$ cat config.mk
export PLATFORM = sky130hd
export DESIGN_NAME = trace_capture_flat
export DESIGN_NICKNAME = d
export VERILOG_FILES = /design/src/rtl/trace_pkg.sv /design/src/rtl/trace_capture_if.sv /design/src/rtl/trace_fifo.sv /design/src/rtl/trace_capture.sv /design/src/flat_wrapper.sv
export SDC_FILE = /design/constraint.sdc
export NUM_CORES = 1
export LEC_CHECK = 0
export CAP_MARGIN = 10
export CORE_MARGIN = 2
export CORE_UTILIZATION = 60
export CTS_CLUSTER_SIZE = 10
export DETAILED_ROUTE_END_ITERATION = 10
export PLACE_DENSITY_LB_ADDON = 0.2
export SYNTH_ARGS = -nofsm -noshare
export SYNTH_HDL_FRONTEND = slang
export SYNTH_SLANG_ARGS = --single-unit
export TNS_END_PERCENT = 1
$ cat constraint.sdc
create_clock -name clk -period 9.36 [get_ports clk]
set_input_delay 1.872 -clock clk [delete_from_list [all_inputs] [get_ports clk]]
set_output_delay 1.872 -clock clk [all_outputs]
set_load 0.01 [all_outputs]
$ cat src/rtl/trace_pkg.sv
// trace_pkg: shared definitions for the trace capture block.
//   - state_t   : capture FSM encoding (IDLE, RUN, HALTED)
//   - *_W       : trace entry field widths; an entry is {pc, opcode, result}
//   - DROP_W    : width of the saturating overflow counter
//   - rotl1     : rotate-left-by-one helper used by the optional checksum
package trace_pkg;

  typedef enum logic [1:0] {
    IDLE   = 2'd0,
    RUN    = 2'd1,
    HALTED = 2'd2
  } state_t;

  localparam int PC_W    = 8;
  localparam int OP_W    = 6;
  localparam int RES_W   = 32;
  localparam int ENTRY_W = PC_W + OP_W + RES_W;
  localparam int DROP_W  = 8;

  function automatic logic [RES_W-1:0] rotl1(input logic [RES_W-1:0] v);
    return {v[RES_W-2:0], v[RES_W-1]};
  endfunction

endpackage

$ cat src/rtl/trace_capture_if.sv
// trace_capture_if: valid/ready drain port for trace entries.
//   rd_valid : producer -> consumer, head entry available
//   rd_ready : consumer -> producer, head entry accepted this cycle
//   rd_data  : producer -> consumer, head entry {pc, opcode, result}
// Modports: master (trace_capture side), slave (consumer side).
interface trace_capture_if import trace_pkg::*; ();

  logic               rd_valid;
  logic               rd_ready;
  logic [ENTRY_W-1:0] rd_data;

  modport master (output rd_valid, output rd_data, input rd_ready);
  modport slave  (input rd_valid, input rd_data, output rd_ready);

endinterface

$ cat src/rtl/trace_fifo.sv
// trace_fifo: show-ahead FIFO for trace entries.
//   clk, reset : clock, asynchronous active-high reset
//   flush      : synchronous empty, wins over push and pop
//   push, din  : write request and data (ignored when full unless popping)
//   pop        : read request (ignored when empty)
//   dout       : head entry, combinational from storage; holds the last
//                popped entry while empty (0 after reset)
//   count, full, empty : occupancy
module trace_fifo #(
  parameter int DEPTH  = 16,
  parameter int ADDR_W = 4,
  parameter int WIDTH  = 46
) (
  input  logic              clk,
  input  logic              reset,
  input  logic              flush,
  input  logic              push,
  input  logic              pop,
  input  logic [WIDTH-1:0]  din,
  output logic [WIDTH-1:0]  dout,
  output logic [ADDR_W:0]   count,
  output logic              full,
  output logic              empty
);

  localparam logic [ADDR_W-1:0] PTR_ONE = 1;
  localparam logic [ADDR_W:0]   CNT_ONE = 1;
  localparam logic [ADDR_W:0]   CNT_MAX = DEPTH;

  logic [WIDTH-1:0]  mem [DEPTH];
  logic [ADDR_W-1:0] wr_ptr;
  logic [ADDR_W-1:0] rd_ptr;
  logic [WIDTH-1:0]  hold;
  logic              do_push;
  logic              do_pop;

  assign empty   = (count == '0);
  assign full    = (count == CNT_MAX);
  assign do_pop  = pop && !empty;
  // A full FIFO still accepts a write when the head leaves in the same cycle.
  assign do_push = push && (!full || do_pop);
  assign dout    = empty ? hold : mem[rd_ptr];

  always_ff @(posedge clk or posedge reset) begin
    if (reset) begin
      wr_ptr <= '0;
      rd_ptr <= '0;
      count  <= '0;
      hold   <= '0;
    end else if (flush) begin
      wr_ptr <= '0;
      rd_ptr <= '0;
      count  <= '0;
    end else begin
      if (do_push) wr_ptr <= wr_ptr + PTR_ONE;
      if (do_pop) begin
        rd_ptr <= rd_ptr + PTR_ONE;
        hold   <= mem[rd_ptr];
      end
      case ({do_push, do_pop})
        2'b10:   count <= count + CNT_ONE;
        2'b01:   count <= count - CNT_ONE;
        default: count <= count;
      endcase
    end
  end

  // Storage carries no reset; occupancy alone decides what is valid.
  always_ff @(posedge clk) begin
    if (do_push && !flush) mem[wr_ptr] <= din;
  end

endmodule

$ cat src/rtl/trace_capture.sv
// trace_capture: records one entry per retired datapath instruction (a PC
// change) into a drainable FIFO and flags program end (PC parked in a loop).
//   clk, reset          : clock, asynchronous active-high reset
//   capture_en          : sample pc/opcode/result this cycle
//   clear               : synchronous flush to IDLE, highest priority
//   pc, opcode, result  : datapath outputs being observed
//   rd                  : valid/ready drain port (trace_capture_if.master)
//   count               : entries held
//   drop_cnt            : entries lost to overflow, saturating
//   halted              : HALT_CYCLES identical samples seen after last change
//   checksum            : only with TRACE_CHECKSUM_EN; rotl1(checksum)^result
//                         over every push request, including dropped ones
module trace_capture
  import trace_pkg::*;
#(
  parameter int DEPTH       = 16,
  parameter int ADDR_W      = 4,
  parameter int HALT_CYCLES = 4
) (
  input  logic               clk,
  input  logic               reset,
  input  logic               capture_en,
  input  logic               clear,
  input  logic [PC_W-1:0]    pc,
  input  logic [OP_W-1:0]    opcode,
  input  logic [RES_W-1:0]   result,
  trace_capture_if.master    rd,
  output logic [ADDR_W:0]    count,
  output logic [DROP_W-1:0]  drop_cnt,
`ifdef TRACE_CHECKSUM_EN
  output logic [RES_W-1:0]   checksum,
`endif
  output logic               halted
);

  localparam logic [7:0] STALL_ONE = 8'd1;
  localparam logic [7:0] HALT_LIM  = 8'(HALT_CYCLES - 1);

  state_t          state_q, state_d;
  logic [PC_W-1:0] prev_pc_q, prev_pc_d;
  logic [7:0]      stall_q, stall_d;
  logic            push_req;
  logic            pop;
  logic            fifo_full;
  logic            fifo_empty;

  always_ff @(posedge clk or posedge reset) begin
    if (reset) begin
      state_q   <= IDLE;
      prev_pc_q <= '0;
      stall_q   <= '0;
    end else begin
      state_q   <= state_d;
      prev_pc_q <= prev_pc_d;
      stall_q   <= stall_d;
    end
  end

  always_comb begin
    state_d   = state_q;
    prev_pc_d = prev_pc_q;
    stall_d   = stall_q;
    push_req  = 1'b0;
    if (clear) begin
      state_d = IDLE;
      stall_d = '0;
    end else begin
      case (state_q)
        IDLE: begin
          // First sample after reset/clear is always recorded.
          if (capture_en) begin
            push_req  = 1'b1;
            prev_pc_d = pc;
            stall_d   = '0;
            state_d   = RUN;
          end
        end
        RUN: begin
          if (capture_en) begin
            if (pc != prev_pc_q) begin
              push_req  = 1'b1;
              prev_pc_d = pc;
              stall_d   = '0;
            end else if (stall_q == HALT_LIM) begin
              state_d = HALTED;
            end else begin
              stall_d = stall_q + STALL_ONE;
            end
          end
        end
        HALTED: ;
        default: state_d = IDLE;
      endcase
    end
  end

  assign halted      = (state_q == HALTED);
  assign pop         = rd.rd_valid && rd.rd_ready;
  assign rd.rd_valid = !fifo_empty;

  trace_fifo #(
    .DEPTH  (DEPTH),
    .ADDR_W (ADDR_W),
    .WIDTH  (ENTRY_W)
  ) u_fifo (
    .clk   (clk),
    .reset (reset),
    .flush (clear),
    .push  (push_req),
    .pop   (pop),
    .din   ({pc, opcode, result}),
    .dout  (rd.rd_data),
    .count (count),
    .full  (fifo_full),
    .empty (fifo_empty)
  );

  always_ff @(posedge clk or posedge reset) begin
    if (reset) begin
      drop_cnt <= '0;
    end else if (clear) begin
      drop_cnt <= '0;
    end else if (push_req && fifo_full && !pop && (drop_cnt != '1)) begin
      drop_cnt <= drop_cnt + 8'd1;
    end
  end

`ifdef TRACE_CHECKSUM_EN
  always_ff @(posedge clk or posedge reset) begin
    if (reset) begin
      checksum <= '0;
    end else if (clear) begin
      checksum <= '0;
    end else if (push_req) begin
      checksum <= rotl1(checksum) ^ result;
    end
  end
`endif

endmodule

$ cat src/flat_wrapper.sv
// flat-port wrapper written by rule: the top's interface ports become plain ports
module trace_capture_flat import trace_pkg::*;
#(
  parameter int DEPTH       = 16,
  parameter int ADDR_W      = 4,
  parameter int HALT_CYCLES = 4
)
  (clk, reset, capture_en, clear, pc, opcode, result, count, drop_cnt, halted, rd_rd_valid, rd_rd_data, rd_rd_ready);
  trace_capture_if rd_i ();
  input  logic clk;
  input  logic reset;
  input  logic capture_en;
  input  logic clear;
  input  logic [PC_W-1:0] pc;
  input  logic [OP_W-1:0] opcode;
  input  logic [RES_W-1:0] result;
  output logic [ADDR_W:0] count;
  output logic [DROP_W-1:0] drop_cnt;
  output logic halted;
  output wire logic [$bits(rd_i.rd_valid)-1:0] rd_rd_valid;
  output wire logic [$bits(rd_i.rd_data)-1:0] rd_rd_data;
  input wire logic [$bits(rd_i.rd_ready)-1:0] rd_rd_ready;
  assign rd_rd_valid = rd_i.rd_valid;
  assign rd_rd_data = rd_i.rd_data;
  assign rd_i.rd_ready = rd_rd_ready;
  trace_capture #(.DEPTH(DEPTH), .ADDR_W(ADDR_W), .HALT_CYCLES(HALT_CYCLES)) u_core (.clk(clk), .reset(reset), .capture_en(capture_en), .clear(clear), .pc(pc), .opcode(opcode), .result(result), .rd(rd_i), .count(count), .drop_cnt(drop_cnt), .halted(halted));
endmodule
==> flow_summary_export.csv, run 1 <==
group,metric,value,unit
detailed_routing,wl,67.6,mm
detailed_routing,first_iter_violations,1690,
layout,nNetsFinal,1650,
timing,drv_slew,0,
grt,grt_pass1_wl,102,mm
grt,grt_max_degree,150,
layout,fill_cells,3200,
clocking,htreeDepth,3,
setup_path,worstPathMaxFanout,68,
logic_synthesis,syn-cell-area,32400,um2
die,num_rows,85,
grt,grt_overflow,0,
setup_path,critPathCaptureType,"primary output",
setup_path,worstSetupPathType,"flip-flop to primary output",
setup_path,worst-path-buf-inv,2,
job,maxCapViolCount,0,
setup_path,cp_slowest_stage_delay,1070,ps
setup_path,worstPathArrival,4320,ps
pwr,irDropWorstVdd,0.287,mV
clocking,cts_buffers,93,
logic_synthesis,synth-compound-area-share,0.947,%
die,io_pins,112,
grt,grt_use_total,25.1,%
logic_synthesis,ys.flop_type,"edfxtp_1",
place,io_buffers,111,
timing,max_freq,0.162,GHz
die,die_area,55800,um2
die,initial_core_util,60.4,%
logic_synthesis,synthArstFlopShare,10.4,%
clocking,post_cts_buffers,0,
logic_synthesis,ys_ff_latch,821,
detailed_routing,ant_nets,0,
layout,antenna_cells,0,
die,die_h,236,um
clocking,clk_path_buf_depth,3,
logic_synthesis,seq_area_frac_synth,74.9,%
layout,drive_gt1_share,27.8,%
timing,hold_viol_final,0,
detailed_routing,routedWlPerCell,28.6,um
clocking,cts.sinks,821,
setup_path,slowest_stage,"dfrtp_4",
clocking,cts_tree,"done",
logic_synthesis,yosys_warnings,0,
timing,final-setup-viol-count,0,
die,core,53600,um2
layout,multiInputGateArea,7660,um2
pwr,p_leak,11.8,nW
timing,fin_skew,22.2,ps
detailed_routing,dr.pass1.iters,5,
logic_synthesis,ys_top_cells_by_count,"736 x edfxtp_1, 205 x mux4_2, 100 x mux2_2, 85 x dfrtp_1",
logic_synthesis,synthMuxAreaShare,19.9,%
logic_synthesis,yosysTopAreaCell,"edfxtp_1",
place,place_inst,2188,
logic_synthesis,yosys.area_share.simple,1.93,%
layout,seq_area,24200,um2
layout,fin_cells,2364,
timing,grt_setup_unrepaired,"no",
place,place_congestion,0.773,
timing,fin_crit,6190,ps
clocking,cts_root_buf,"clkbuf_16",
logic_synthesis,synth_xor_area_share,0.325,%
logic_synthesis,synth.area.top_cells,"edfxtp_1 68%, mux4_2 14%, dfrtp_1 6.6%",
grt,grt_use_met1,35.0,%
logic_synthesis,yosysMostFrequentCell,"edfxtp_1",
grt,use_met2,41.8,%
logic_synthesis,synthAdderAreaFrac,0.449,%
clocking,path_clk_slew,50,ps
detailed_routing,via_count,15294,
setup_path,cp_top_family,"multiplexers",
grt,antenna_found_initial,3,
place,dpl.hpwl,33.5,mm
detailed_routing,viasPerCell,6.47,
logic_synthesis,synthCells,1428,
clocking,holdBufCountCts,0,
logic_synthesis,syn_avg_cell_area,22.7,um2
setup_path,worstPathRequired,7490,ps
logic_synthesis,synth_edf_count,736,
grt,grt_pass1_vias,15977,
grt,use_met3,4.37,%
pwr,p_per_area,274,nW/um2
worst_hold_path,hold_path.class,"flip-flop to flip-flop",
setup_path,start_kind,"flip-flop",
logic_synthesis,synth_top_area_share,68.3,%
logic_synthesis,synth.distinct_cells,51,
die,die_w,236,um
timing,relSlewSlack,29.6,%
logic_synthesis,synth_top_family_by_area,"multiplexers",
logic_synthesis,syn_nets,1490,
setup_path,crit_chain,"buf_12 > mux4_1 > mux4_2 > mux2_2 > clkdlybuf4s50_1",
timing,tns,0,ps
timing,period_share,66.1,%
clocking,cts_resized,0,
clocking,clock_latency,630,ps
timing,worst_slew_pin_slew,1060,ps
grt,grt-busiest-layer,"met2",
run_status,status,"completed",
detailed_routing,drc_errors,0,
layout,syn2layout_area_growth,14.2,%
[logic make-up after synthesis]
logic type / after synthesis
XOR/XNOR: 12
AND/OR/NAND/NOR: 113
buffers and inverters: 88
adder cells (fa/ha/maj): 11
multiplexers: 334
flip-flops: 821
AO/OA/AOI/OAI: 49
[metrics by stage]
step	power [W]	worst slack, ps	cell area [um2]	util, %	hold WS [ps]
finish	0.0101	3170	36900	68.9	485
global route	0.0105	2900	36900	68.9	511
CTS	0.0102	3050	36900	68.9	489
detailed placement	0.00692	3230	34200	63.7	477
global placement	0.00688	3310	34200	63.7	475
floorplan	0.00603	4620	32400	-	460
[area by class of cell]
| cell class | count | share of cell area (%) |
|---|---|---|
| Timing Repair Buffer | 138 | 3.62 |
| Multi-Input combinational cell | 519 | 20.7 |
| Sequential cell | 821 | 65.6 |
| Clock inverter | 7 | 0.163 |
| Inverter | 15 | 0.159 |
| Clock buffer | 168 | 7.32 |
| Tap cell | 696 | 2.36 |
[tightest hold or removal path, stage by stage, from the launching register on]
cell     delay (ps)
dfrtp_1         350
nand2_1          50
nand2_1          50
[registers in the layout, indices dropped and copies added (netlist names)]
register              count
u_core.drop_cnt           8
u_core.prev_pc_q          8
u_core.stall_q            8
u_core.state_q            2
u_core.u_fifo.count       5
u_core.u_fifo.hold       46
u_core.u_fifo.mem       736
u_core.u_fifo.rd_ptr      4
u_core.u_fifo.wr_ptr      4
[layout by cell type, fill, tap and decap left out, drive strengths merged, types with 13 or more instances in the layout]
cell type and count:
o21ai 13, and2 13, edfxtp 736, dfrtp 85
a21oi 16, mux4 230, nand3 23, clkdlybuf4s50 111
nand2 25, clkbuf 169, buf 26, mux2 100
inv 16
[final timing paths]
| check | slack, ps | endpoint | depth (start not counted) | start |
|---|---|---|---|---|
| worst max register to register | 5220 | u_core.u_fifo.count[4]$_DFFE_PP0P_ | 10 | u_core.u_fifo.count[0]$_DFFE_PP0P_ |
| max in group asynchronous | 6300 | u_core.u_fifo.rd_ptr[2]$_DFFE_PP0P_ | 3 | reset |
| worst max-delay path | 3170 | rd_rd_data[17] | 5 | u_core.u_fifo.rd_ptr[0]$_DFFE_PP0P_ |
| worst min register to register | 490 | u_core.prev_pc_q[6]$_DFFE_PP0P_ | 2 | u_core.prev_pc_q[6]$_DFFE_PP0P_ |
| worst min-delay path | 490 | u_core.prev_pc_q[6]$_DFFE_PP0P_ | 2 | u_core.prev_pc_q[6]$_DFFE_PP0P_ |
| min in group asynchronous | 1630 | u_core.stall_q[7]$_DFFE_PP0P_ | 2 | reset |
[per-layer routing]
layer / vias up / share of wire, %
li1: 6372 / -
met1: 8192 / 40
met2: 615 / 51
met3: 109 / 6.6
met4: 6 / 1.9
met5: - / 0.064
[power breakdown]
group	switching [W]	leakage [nW]	internal, W
Combinational	0.00109	2.76	0.00144
Clock	0.00136	1.31	0.00194
Sequential	0.000146	7.69	0.00415
Power figures use the tool's default switching activity.
==> inputs of run 2 (changes only) <==
--- a/config.mk
+++ b/config.mk
@@ -7,7 +7,7 @@
 export LEC_CHECK = 0
 export CAP_MARGIN = 10
 export CORE_MARGIN = 2
-export CORE_UTILIZATION = 60
+export CORE_UTILIZATION = 55
 export CTS_CLUSTER_SIZE = 10
 export DETAILED_ROUTE_END_ITERATION = 10
 export PLACE_DENSITY_LB_ADDON = 0.2
==> constraint.sdc (replaced) <==
create_clock -name clk -period 5.6 [get_ports clk]
set_input_delay 1.12 -clock clk [delete_from_list [all_inputs] [get_ports clk]]
set_output_delay 1.12 -clock clk [all_outputs]
set_load 0.01 [all_outputs]
==> run 2 against run 1 <==
  * Clock power up 65%
  * Setup slack worse by 2400 ps
  * Clock skew down 6.6 ps
  * Final area up 0.93%
  * Combinational power up 74%
  * Final cell count up 3.8%
  * Critical path type unchanged
==> flow_summary_export.csv, run 2 (synthesized netlist as in run 1, its figures left out) <==
group,metric,value,unit
clocking,cts_root_buf,"clkbuf_16",
timing,fin_crit,4880,ps
pwr,p_per_area,454,nW/um2
die,num_rows,88,
clocking,post_cts_buffers,0,
setup_path,cp_top_family,"multiplexers",
timing,grt_setup_unrepaired,"no",
setup_path,crit_chain,"buf_12 > buf_12 > mux4_1 > mux4_2 > mux2_2 > clkdlybuf4s50_1",
detailed_routing,viasPerCell,6.18,
layout,fin_util,64.4,%
setup_path,worstPathRequired,4480,ps
layout,largest_reg_flops,736,
clocking,path_clk_slew,60,ps
detailed_routing,drc_errors,0,
clocking,cts_buffers,92,
setup_path,worstSetupPathType,"flip-flop to primary output",
detailed_routing,dr.pass1.iters,5,
grt,grt_overflow,0,
pwr,p_leak,11.9,nW
clocking,clk_path_buf_depth,3,
setup_path,worstPathArrival,3760,ps
setup_path,slowest_stage,"dfrtp_4",
die,initial_core_util,55.9,%
timing,worst_slew_pin_slew,1050,ps
clocking,cts_tree,"done",
detailed_routing,wl,69.1,mm
layout,nNetsFinal,1675,
detailed_routing,dr_wl_met3,4.06,mm
timing,relSlewSlack,29.8,%
timing,fin_skew,15.6,ps
grt,grt_use_total,23.6,%
layout,fill_cells,3853,
timing,tns,0,ps
timing,final-setup-viol-count,0,
timing,hold_viol_final,0,
run_status,status,"completed",
setup_path,critPathCaptureType,"primary output",
detailed_routing,ant_nets,0,
clocking,htreeDepth,3,
setup_path,start_kind,"flip-flop",
die,die_h,247,um
grt,grt_pass1_wl,103,mm
setup_path,path_common_cell,"buf_12",
layout,largest-register,"u_core.u_fifo.mem",
layout,seq_area,24200,um2
timing,drv_slew,0,
clocking,clock_latency,620,ps
place,place_congestion,0.778,
grt,grt_max_degree,124,
pwr,irDropWorstVdd,0.499,mV
detailed_routing,routedWlPerCell,28.1,um
place,dpl.hpwl,36.9,mm
grt,grt_pass1_vias,15711,
detailed_routing,m1WireLength,28.6,mm
clocking,cts_resized,0,
worst_hold_path,hold_path.class,"flip-flop to flip-flop",
timing,max_freq,0.205,GHz
setup_path,worst-path-buf-inv,3,
setup_path,worstPathMaxFanout,22,
die,die_w,247,um
timing,period_share,87.1,%
place,io_buffers,111,
detailed_routing,via_count,15165,
layout,drive_gt1_share,29.0,%
layout,most-common-layout-cells,"736 x edfxtp_1, 205 x mux4_2, 111 x clkdlybuf4s50_1",
clocking,cts.sinks,821,
grt,antenna_found_initial,2,
layout,reg_top3,"u_core.u_fifo.mem: 736 flops, u_core.u_fifo.hold: 46 flops",
setup_path,cp_slowest_stage_delay,750,ps
detailed_routing,first_iter_violations,1447,
die,io_pins,112,
layout,final_common_cell,"edfxtp_1",
layout,syn2layout_area_growth,15.2,%
die,core,57900,um2
job,maxCapViolCount,0,
layout,multiInputGateArea,7660,um2
detailed_routing,maxUsedRoutingLayer,"met5",
detailed_routing,wl_met2,35.2,mm
clocking,holdBufCountCts,0,
die,die_area,60800,um2
[run 2: changes by cell type in the layout (fill, tap and decap cells not counted), sizes merged]
cell      previous run  this run
diode                0         1
clkinvlp             1         0
clkinv               5         2
buf                 26        53
inv                 16        17
clkbuf             169       165
[run 2: per-stage QoR]
stage               worst slack [ps]  power [W]  cell area [um2]  cells  hold slack (ps)
floorplan                       1610     0.0101            32400   1428              460
global placement                1020     0.0117            34600   2283              483
detailed placement               900     0.0117            34600   2283              490
CTS                              647     0.0171            37300   2452              503
global route                     571     0.0176            37300   2454              512
finish                           721     0.0169            37300   2454              500
[run 2: final cells by class]
class / instances / share of cell area [%]
clock buffer: 165 / 7.14
timing repair buffer: 164 / 4.42
clock inverter: 4 / 0.134
antenna: 1 / 0.00671
multi-input combinational: 519 / 20.6
inverter: 15 / 0.158
sequential: 821 / 65.0
tap: 765 / 2.57
[run 2: worst paths after layout]
kind,start,to,slack (ps),depth (start not counted)
setup / recovery,u_core.u_fifo.rd_ptr[0]$_DFFE_PP0P_,rd_rd_data[28],720,6
hold / removal,u_core.u_fifo.hold[8]$_DFFE_PP0P_,u_core.u_fifo.hold[8]$_DFFE_PP0P_,500,1
setup reg to reg,u_core.u_fifo.count[0]$_DFFE_PP0P_,u_core.u_fifo.count[4]$_DFFE_PP0P_,1490,10
hold reg to reg,u_core.u_fifo.hold[8]$_DFFE_PP0P_,u_core.u_fifo.hold[8]$_DFFE_PP0P_,500,1
max in group asynchronous,reset,u_core.u_fifo.hold[31]$_DFFE_PP0P_,3490,3
min in group asynchronous,reset,u_core.drop_cnt[6]$_DFFE_PP0P_,1080,2
[run 2: worst reg2reg max path, delay by kind of cell, from the launching register on]
family | cells | cell delay, ps
simple gates | 6 | 2550
compound gates | 3 | 600
flops | 1 | 450
fa+ha+maj | 1 | 430
[run 2: report_power, final]
group          internal [W]  switching [W]
registers           0.00694       0.000172
clock network       0.00319        0.00224
logic               0.00249        0.00190
total                0.0126        0.00431
[run 2: layer usage]
metal | vias to the layer above | global-route usage, %
li1 | 6420 | -
met4 | 2 | 6.56
met2 | 527 | 39.0
met3 | 81 | 3.80
met1 | 8135 | 33.1
met5 | - | 0
==> inputs of run 3 (changes only) <==
--- a/config.mk
+++ b/config.mk
@@ -5,7 +5,9 @@
 export SDC_FILE = /design/constraint.sdc
 export NUM_CORES = 1
 export LEC_CHECK = 0
-export CAP_MARGIN = 10
+export ABC_AREA = 1
+export ABC_CLOCK_PERIOD_IN_PS = 5600
+export CAP_MARGIN = 40
 export CORE_MARGIN = 2
 export CORE_UTILIZATION = 55
 export CTS_CLUSTER_SIZE = 10
==> run 3 against run 2 <==
  * Sequential power about the same
  * Power up 2.5%
  * Setup slack better by 150 ps
  * Wire length up 16%
  * Hold slack worse by 31 ps
  * First-iteration DRC count up 53%
  * Non-clock buffer count up 7
  * Register-to-register slack better by 660 ps
  * Die area up 2.0%
  * Combinational power up 9.1%
  * Clock skew down 1.4 ps
  * Flip-flop and latch count unchanged
  * Largest cell class unchanged
  * Largest power group unchanged
==> flow_summary_export.csv, run 3 <==
group,metric,value,unit
timing,max_freq,0.212,GHz
timing,final-setup-viol-count,0,
timing,relSlewSlack,46.7,%
detailed_routing,viasPerCell,6.07,
setup_path,r2r_end,"u_core.u_fifo.mem[6][10]$_DFFE_PP_",
pwr,irDropWorstVdd,0.503,mV
detailed_routing,routedWlPerCell,22.8,um
clocking,path_clk_slew,50,ps
layout,largest-register,"u_core.u_fifo.mem",
logic_synthesis,syn_nets,2626,
timing,fin_skew,14.2,ps
clocking,cts_tree,"done",
setup_path,worstPathMaxFanout,96,
clocking,clk_path_buf_depth,3,
logic_synthesis,ys_top_cells_by_count,"736 x edfxtp_1, 429 x o21ai_0, 403 x nor2_1, 232 x nand2_1, 133 x o221ai_1",
setup_path,path_common_cell,"nand2_1",
layout,largest_reg_flops,736,
clocking,cts_resized,0,
logic_synthesis,synth.area.top_cells,"edfxtp_1 67%, o21ai_0 6.5%, dfrtp_1 6.4%",
layout,fin_cells,3505,
grt,antenna_found_initial,0,
layout,final_common_cell,"edfxtp_1",
worst_hold_path,worst_hold_path.endpoint,"u_core.stall_q[7]$_DFFE_PP0P_",
layout,nNetsFinal,2716,
detailed_routing,drc_errors,0,
clocking,holdBufCountCts,0,
clocking,cts_root_buf,"clkbuf_16",
logic_synthesis,synth_edf_count,736,
place,place_congestion,0.809,
setup_path,crit_chain,"inv_4 > buf_12 > o21ai_0 > o221ai_1 > o211ai_1 > nand2_1 > nand2_1 > o21ai_1 > clkdlybuf4s50_1",
timing,fin_crit,4720,ps
detailed_routing,first_iter_violations,2215,
timing,drv_slew,0,
logic_synthesis,yosysTopAreaCell,"edfxtp_1",
place,dpl.hpwl,44.0,mm
grt,grt_pass1_wl,124,mm
grt,grt_overflow,0,
die,io_pins,112,
clocking,cts.sinks,821,
timing,period_share,84.4,%
grt,grt_pass1_vias,21015,
logic_synthesis,ys_ff_latch,821,
detailed_routing,wl,79.8,mm
timing,hold_viol_final,0,
clocking,cts_buffers,92,
clocking,post_cts_buffers,0,
setup_path,worstPathRequired,4480,ps
grt,grt_use_total,25.8,%
logic_synthesis,synthCells,2564,
die,die_h,249,um
logic_synthesis,seq_area_frac_synth,73.4,%
die,num_rows,89,
job,maxCapViolCount,0,
place,place_inst,3333,
clocking,clock_latency,640,ps
timing,grt_setup_unrepaired,"no",
logic_synthesis,synth.distinct_cells,35,
logic_synthesis,synth_top_area_share,66.9,%
logic_synthesis,synthArstFlopShare,10.4,%
die,initial_core_util,55.7,%
layout,most-common-layout-cells,"736 x edfxtp_1, 429 x o21ai_0, 386 x nor2_1",
logic_synthesis,yosysMostFrequentCell,"edfxtp_1",
layout,syn2layout_area_growth,14.4,%
worst_hold_path,hold_path.class,"flip-flop to flip-flop",
logic_synthesis,syn_avg_cell_area,12.9,um2
run_status,status,"completed",
worst_hold_path,hold_start,"u_core.stall_q[7]$_DFFE_PP0P_",
setup_path,worst-path-buf-inv,3,
timing,tns,0,ps
setup_path,reg2reg_depth,9,
logic_synthesis,ys.flop_type,"edfxtp_1",
grt,grt_max_degree,141,
setup_path,worstSetupPathType,"flip-flop to primary output",
detailed_routing,via_count,21285,
setup_path,r2r_start,"u_core.u_fifo.count[0]$_DFFE_PP0P_",
setup_path,start_kind,"flip-flop",
logic_synthesis,syn-cell-area,33000,um2
setup_path,worstPathArrival,3600,ps
logic_synthesis,yosys_warnings,0,
timing,worst_slew_pin_slew,795,ps
worst_hold_path,min_path_cells,1,
setup_path,slowest_stage,"dfrtp_4",
clocking,htreeDepth,3,
die,core,59200,um2
layout,antenna_cells,0,
pwr,p_per_area,460,nW/um2
die,die_w,249,um
detailed_routing,dr.pass1.iters,5,
detailed_routing,ant_nets,0,
layout,reg_top3,"u_core.u_fifo.mem: 736 flops, u_core.u_fifo.hold: 46 flops",
pwr,p_leak,12.7,nW
setup_path,cp_top_family,"buffers and inverters",
die,die_area,62000,um2
setup_path,r2r_setup_slack,2150,ps
setup_path,cp_slowest_stage_delay,630,ps
layout,drive_gt1_share,7.61,%
setup_path,critPathCaptureType,"primary output",
place,io_buffers,111,
[run 3: cell types whose count changed in the layout (fill, tap and decap cells not counted), moves of 65 or more]
cell	delta
inv_1	+65
mux2_2	-100
mux4_2	-205
nand2_1	+207
nor2_1	+376
o21ai_0	+416
o221ai_1	+132
[run 3: layout make-up]
type,instances,area (um2)
inverter,85,332
timing repair buffer,171,1800
fill,4370,21500
multi-input combinational,1483,7740
tap,773,967
sequential,821,24200
clock buffer,166,2630
clock inverter,6,55.1
[run 3: cells by family after synthesis]
family                   share of synthesized area (%)
adder cells (fa/ha/maj)                          0.440
AO/OA/AOI/OAI                                     13.4
buffers and inverters                             3.61
flip-flops                                        73.4
AND/OR/NAND/NOR                                   8.75
XOR/XNOR                                         0.398
[run 3: worst max-delay path by stage]
stage | startpoint | endpoint | slack, ps | cells after the start
2_1_floorplan | pc[4] | u_core.u_fifo.mem[11][0]$_DFFE_PP_ | 1300 | 10
6_report | u_core.u_fifo.rd_ptr[1]$_DFFE_PP0P_ | rd_rd_data[41] | 880 | 9
3_3_place_gp | pc[4] | u_core.u_fifo.mem[6][12]$_DFFE_PP_ | 950 | 12
4_1_cts | u_core.u_fifo.rd_ptr[1]$_DFFE_PP0P_ | rd_rd_data[41] | 900 | 9
3_5_place_dp | pc[4] | u_core.u_fifo.mem[6][13]$_DFFE_PP_ | 840 | 12
5_1_grt | u_core.u_fifo.rd_ptr[1]$_DFFE_PP0P_ | rd_rd_data[39] | 720 | 9
[run 3: where the power goes]
group / total (W) / leakage [nW] / switching, W / internal [W]
sequential: 0.00714 / 7.70 / 0.000132 / 0.00701
clock: 0.00542 / 1.28 / 0.00227 / 0.00315
combinational: 0.00479 / 3.75 / 0.00297 / 0.00182
[run 3: routing by layer]
metal	vias up	share of wire (%)	global-route usage, %
met5	-	0	0
met1	10582	43	36.3
met3	146	6.8	4.25
li1	9691	-	-
met2	866	48	41.6
met4	0	2.7	8.07
[run 3: per-stage QoR]
| step | total power, W | hold WS (ps) | area (um2) | util [%] | setup slack (ps) |
|---|---|---|---|---|---|
| 2_1_floorplan | 0.0101 | 435 | 33000 | - | 1300 |
| 3_3_place_gp | 0.0119 | 453 | 35000 | 59.0 | 948 |
| 3_5_place_dp | 0.0121 | 460 | 35100 | 59.2 | 844 |
| 4_1_cts | 0.0175 | 466 | 37800 | 63.7 | 897 |
| 5_1_grt | 0.0182 | 495 | 37800 | 63.7 | 716 |
| 6_report | 0.0174 | 469 | 37800 | 63.7 | 875 |
[run 3: worst register-to-register path, stage by stage (launching register included)]
cell,delay (ps)
dfrtp_1,470
nor2_1,130
nand3_4,330
nand2_1,350
nand2_1,170
inv_1,80
nor2_2,340
nand2_1,340
nor2_4,590
buf_12,320
